### src/rtl/ps2_pkg.sv
// PS/2 frame layout constants and scan-code prefixes shared by the receiver
// and the downstream scan-code decoder.
package ps2_pkg;
  localparam int PS2_FRAME_BITS = 11;
  localparam int PS2_START      = 0;
  localparam int PS2_PARITY     = 9;
  localparam int PS2_STOP       = 10;

  localparam logic [7:0] PS2_BREAK = 8'hF0;
  localparam logic [7:0] PS2_EXT   = 8'hE0;

  // Odd parity: the XOR over D0..D7 and the parity bit must be 1.
  function automatic logic ps2_frame_ok(input logic [PS2_FRAME_BITS-1:0] f);
    return (f[PS2_START] == 1'b0) && (f[PS2_STOP] == 1'b1) && ((^f[PS2_PARITY:1]) == 1'b1);
  endfunction
endpackage

### src/rtl/sync_fifo.sv
// First-word-fall-through circular FIFO with a sticky overflow flag.
// A push into a full FIFO succeeds only when a pop happens in the same cycle.
module sync_fifo #(
  parameter int WIDTH = 8,
  parameter int DEPTH = 8
) (
  input  logic             clk,
  input  logic             rst,
  input  logic             wr_en,
  input  logic [WIDTH-1:0] wr_data,
  input  logic             rd_en,
  output logic [WIDTH-1:0] rd_data,
  output logic             ready,
  output logic             overflow
);
  localparam int AW = $clog2(DEPTH);

  logic [WIDTH-1:0] mem [DEPTH];
  logic [AW-1:0]    wr_ptr;
  logic [AW-1:0]    rd_ptr;
  logic [AW:0]      count;
  logic             full;
  logic             pop;
  logic             push;

  assign full    = (count == (AW+1)'(DEPTH));
  assign pop     = rd_en && (count != '0);
  assign push    = wr_en && (!full || pop);
  assign rd_data = mem[rd_ptr];
  assign ready   = (count != '0);

  always_ff @(posedge clk) begin
    if (push) mem[wr_ptr] <= wr_data;
  end

  // Pointers wrap naturally because DEPTH is a power of two.
  always_ff @(posedge clk or posedge rst) begin
    if (rst) begin
      wr_ptr   <= '0;
      rd_ptr   <= '0;
      count    <= '0;
      overflow <= 1'b0;
    end else begin
      if (push) wr_ptr <= wr_ptr + AW'(1);
      if (pop)  rd_ptr <= rd_ptr + AW'(1);
      case ({push, pop})
        2'b10:   count <= count + (AW+1)'(1);
        2'b01:   count <= count - (AW+1)'(1);
        default: count <= count;
      endcase
      if (pop)
        overflow <= 1'b0;
      else if (wr_en && full)
        overflow <= 1'b1;
    end
  end
endmodule

### src/rtl/ps2_rx_fifo.sv
// PS/2 device-to-host receiver: pad synchronisers, 11-bit frame deserialiser
// with validation and inactivity timeout, feeding a FWFT scan-code FIFO.
module ps2_rx_fifo
  import ps2_pkg::*;
#(
  parameter int DEPTH   = 8,
  parameter int TIMEOUT = 100000
) (
  input  logic       clk,
  input  logic       rst,
  input  logic       ps2_clk,
  input  logic       ps2_data,
  input  logic       rd_en,
  output logic [7:0] data,
  output logic       ready,
  output logic       overflow,
  output logic       frame_err
);
  localparam int IW = $clog2(TIMEOUT + 1);

  logic s1, s2, s3;
  logic d1, d2;
  logic [3:0]  cnt;
  logic [9:0]  shreg;
  logic [IW-1:0] idle;

  logic                      fall;
  logic                      done;
  logic                      good;
  logic                      timeout;
  logic [PS2_FRAME_BITS-1:0] frame;

  assign fall    = s3 && !s2;
  // The bit arriving on this fall completes the frame view at index 10.
  assign frame   = {d2, shreg};
  assign done    = fall && (cnt == 4'd10);
  assign good    = ps2_frame_ok(frame);
  assign timeout = !fall && (cnt != 4'd0) && (idle == IW'(TIMEOUT - 1));

  always_ff @(posedge clk or posedge rst) begin
    if (rst) begin
      s1        <= 1'b1;
      s2        <= 1'b1;
      s3        <= 1'b1;
      d1        <= 1'b1;
      d2        <= 1'b1;
      cnt       <= 4'd0;
      shreg     <= '0;
      idle      <= '0;
      frame_err <= 1'b0;
    end else begin
      s1        <= ps2_clk;
      s2        <= s1;
      s3        <= s2;
      d1        <= ps2_data;
      d2        <= d1;
      frame_err <= (done && !good) || timeout;
      if (fall) begin
        shreg <= frame[PS2_FRAME_BITS-1:1];
        idle  <= '0;
        cnt   <= done ? 4'd0 : cnt + 4'd1;
      end else if (cnt == 4'd0) begin
        idle <= '0;
      end else if (timeout) begin
        cnt  <= 4'd0;
        idle <= '0;
      end else begin
        idle <= idle + IW'(1);
      end
    end
  end

  sync_fifo #(
    .WIDTH(8),
    .DEPTH(DEPTH)
  ) u_fifo (
    .clk     (clk),
    .rst     (rst),
    .wr_en   (done && good),
    .wr_data (frame[8:1]),
    .rd_en   (rd_en),
    .rd_data (data),
    .ready   (ready),
    .overflow(overflow)
  );
endmodule

### config.mk
export PLATFORM = sky130hd
export DESIGN_NAME = ps2_rx_fifo
export DESIGN_NICKNAME = d
export VERILOG_FILES = /design/src/rtl/ps2_pkg.sv /design/src/rtl/sync_fifo.sv /design/src/rtl/ps2_rx_fifo.sv
export SDC_FILE = /design/constraint.sdc
export NUM_CORES = 1
export LEC_CHECK = 0
export CORE_MARGIN = 2
export CORE_UTILIZATION = 50
export CTS_CLUSTER_DIAMETER = 60
export CTS_CLUSTER_SIZE = 25
export DETAILED_ROUTE_END_ITERATION = 6
export GPL_ROUTABILITY_DRIVEN = 1
export GPL_TIMING_DRIVEN = 0
export PLACE_DENSITY = 0.8
export SYNTH_ARGS = -nofsm -noshare
export SYNTH_HDL_FRONTEND = slang
export SYNTH_HIERARCHICAL = 1
export SYNTH_SLANG_ARGS = --single-unit
### constraint.sdc
create_clock -name clk -period 3.1 [get_ports clk]
set_input_delay 0.31 -clock clk [delete_from_list [all_inputs] [get_ports clk]]
set_output_delay 0.31 -clock clk [all_outputs]
set_load 0.1 [all_outputs]
==> impl_metrics.py <==
metrics = {
    "run_status": {
        "outcome": "finished, final reports clean",
    },
    "sta": {
        "slew_viol_final": 0,
        "min_period_ns": 2.98,
        "finalClockSkew_ns": 0.0132,
        "finalSetupTns_ns": 0,
        "hold_violations": 0,
        "max_freq_mhz": 335,
        "fin_crit_sh": 0.962,
        "whs_ns": 0.318,
        "setup_violations": 0,
        "tightestPinTransition_ns": 0.967,
        "slew_headroom": 0.353,
    },
    "global_route": {
        "grt_max_degree": 38,
        "grt-ovfl-total": 0,
        "grt_antenna_before_repair": 0,
        "grt_pass1_wl_um": 14000,
        "grt_use_total": 0.177,
        "grt_pass1_vias": 2719,
    },
    "synthesis": {
        "synth_edf_count": 64,
        "yosys_warnings": 6,
        "postSynthNetCount": 366,
        "yosysTopAreaCell": "edfxtp_1",
        "synth.top_cell.area_share": 0.395,
        "syn_inst": 354,
        "ys_async_sr_fraction": 0.429,
        "synthFlopType": "edfxtp_1",
        "synth_area_um2": 4870,
        "ys_types": 50,
        "synth_area_leaders": "edfxtp_1 39%, dfrtp_1 22%, mux4_2 7.4%",
        "avgSynthCellArea_um2": 13.7,
        "ys_seq_elements": 112,
        "yosysSeqAreaShare": 0.643,
    },
    "clock_network": {
        "clock_sinks": 112,
        "clock-root-buffer": "clkbuf_8",
        "clkLatencyLatePin_ns": 0.37,
        "cts_hold_buf": 0,
        "htree_levels": 3,
        "cts_buffer_depth": 2,
        "clkTransAtPathRegs_ns": 0.10,
        "cts_made_buffers": 9,
        "tritoncts": "yes",
    },
    "placement": {
        "dp_hpwl_um": 5510,
        "gp_congestion": 0.806,
        "postPlaceCellArea_um2": 5170,
        "numPortBuffers": 14,
    },
    "drt": {
        "drcViolationCount": 0,
        "drt-initial-drc-count": 147,
        "vias": 2819,
        "ant_nets": 0,
        "routed_wl_um": 8460,
        "dr.pass1.iters": 4,
        "routed_via_density": 5.37,
        "avgRoutedWirePerCell_um": 16.1,
    },
    "flow_run": {
        "cap_violations": 0,
    },
    "worst_setup_path": {
        "reg2regPathDepth": 9,
        "cp.required_ns": 3.19,
        "startpoint_type": "flop",
        "arrival_ns": 3.07,
        "worstPathMaxFanout": 11,
        "r2r_end": "u_fifo/mem[0][5]$_DFFE_PP_",
        "critical_path.endpoint_type": "flop",
        "timing.rr.start": "shreg[2]$_DFFE_PP0N_",
        "rrSetupSlack_ns": 0.12,
        "crit_start": "shreg[2]$_DFFE_PP0N_",
        "crit_end": "u_fifo/mem[0][5]$_DFFE_PP_",
        "path_class": "flop to flop",
    },
    "die": {
        "pin_count": 16,
        "core_um2": 9590,
        "fp.dieW_um": 103,
        "die_area_um2": 10500,
        "die_y_um": 103,
        "start_util": 0.507,
        "fp-row-count": 36,
    },
    "power_and_ir_drop": {
        "p_leak_uw": 0.00211,
        "power_uw": 4480,
        "p_per_area_nw_per_um2": 802,
        "vdd_ir_drop_max_uv": 789,
    },
    "finish": {
        "syn_to_final_growth_pct": 14.8,
        "drive_above_1_share": 0.237,
        "final_area_um2": 5590,
        "n_antenna_cell": 0,
        "final_nets": 399,
    },
    "min_path": {
        "hold_path_class": "primary input to async pin",
    },
}
[logic make-up after synthesis]
group                    synth area share
AND/OR/NAND/NOR                     0.132
flip-flops                          0.643
AO/OA/AOI/OAI                      0.0357
multiplexers                       0.0992
XOR/XNOR                           0.0478
buffers and inverters              0.0239
adder cells (fa/ha/maj)            0.0180
[area by class of cell]
type | instances | area, um2
timing repair buffer | 22 | 285
clock buffer | 9 | 124
clock inverter | 7 | 55.1
tap | 133 | 166
buffer | 16 | 87.6
fill | 720 | 4010
multi-input combinational | 217 | 1700
inverter | 9 | 33.8
sequential | 112 | 3130
[placed cells by master, fill, tap and decap left out, types with 3 or more instances in the layout]
cell type        instances
nand2b_1                 8
a211oi_1                 3
xnor2_1                 15
nand2_1                 49
buf_2                    4
buf_12                   6
clkinv_4                 3
clkbuf_8                 9
dfrtp_1                 40
clkdlybuf4s50_1          6
nor2b_1                  3
clkdlybuf4s15_2          8
clkbuf_2                 3
nor2_1                  24
o21ai_0                  6
and4_1                   3
xor2_1                   9
buf_4                    3
ha_1                     7
clkbuf_1                 4
dfrtp_2                  3
mux4_2                  16
inv_1                    8
nor3_1                   4
a21oi_1                  9
or3_1                    6
edfxtp_1                64
mux2_2                   9
nor2_4                   6
nand3_1                  5
dfstp_2                  5
nand4_1                  4
[Yosys cell counts (2+ instances only)]
library cell	count
buf_1	2
ha_1	7
nor3_1	6
a211oi_1	3
xor2_1	9
nor4b_1	2
or3_1	6
edfxtp_1	64
nor3b_1	2
nor2_1	30
buf_2	5
nor2b_1	3
xnor2_1	15
dfrtp_1	43
clkbuf_1	6
mux4_2	16
a21o_1	2
nand3_1	5
nand2_1	50
a21oi_1	9
and4_1	3
o21ai_0	6
nand4_1	4
mux2_2	9
inv_1	9
buf_6	2
nand2b_1	9
dfstp_2	5
[critical path: stages, from the launching register on]
cell,delay (ns)
dfrtp_2,0.50
xor2_1,0.18
xnor3_1,0.42
xnor2_1,0.25
and3_1,0.23
clkbuf_2,0.24
o21a_1,0.26
nand2b_2,0.20
nor3_4,0.24
buf_12,0.16
[metal layers]
metal,up-vias,share of wire,GRT usage
li1,1342,-,-
met1,1435,0.44,0.243
met2,32,0.51,0.292
met3,10,0.028,0.0305
met4,0,0.013,0.0523
met5,-,0,0
[worst min-delay path by stage]
stage,slack [ns],startpoint,to,cells past startpoint
after global placement,0.35,s1$_DFF_PP1_,s2$_DFF_PP1_,0
after CTS,0.30,rst,u_fifo/rd_ptr[1]$_DFFE_PP0N_,2
final,0.32,rst,u_fifo/rd_ptr[2]$_DFFE_PP0N_,2
after detailed placement,0.35,d1$_DFF_PP1_,d2$_DFF_PP1_,0
after floorplan,0.16,rst,u_fifo/count[0]$_DFFE_PP0P_,1
after global routing,0.34,ps2_clk,s1$_DFF_PP1_,1
[power by group]
part           switching [uW]  internal, uW
sequential                156          1730
combinational            1160           641
clock                     491           301
[through the flow]
step | cells | worst slack [ns] | utilization
after detailed placement | 501 | -0.808 | 0.539
after CTS | 519 | 0.00811 | 0.571
after global routing | 525 | -0.0155 | 0.582
after floorplan | 354 | 0.101 | -
after global placement | 501 | -0.701 | 0.539
final | 525 | 0.119 | 0.582
[timing repair]
item                       4_1_cts  5_1_grt
setup endpoints to repair       72       65
gates cloned                     0        0
pin swaps                        3        4
gates resized for setup         44        5
setup buffers                    2        6
[registers in the layout (all words and copies together), names as in the netlist, 3 cells and up]
name           count
u_fifo/count       4
shreg             10
u_fifo/wr_ptr      3
cnt                4
u_fifo/rd_ptr      3
idle              17
u_fifo/mem        64
(Power assumes the default switching activity.)
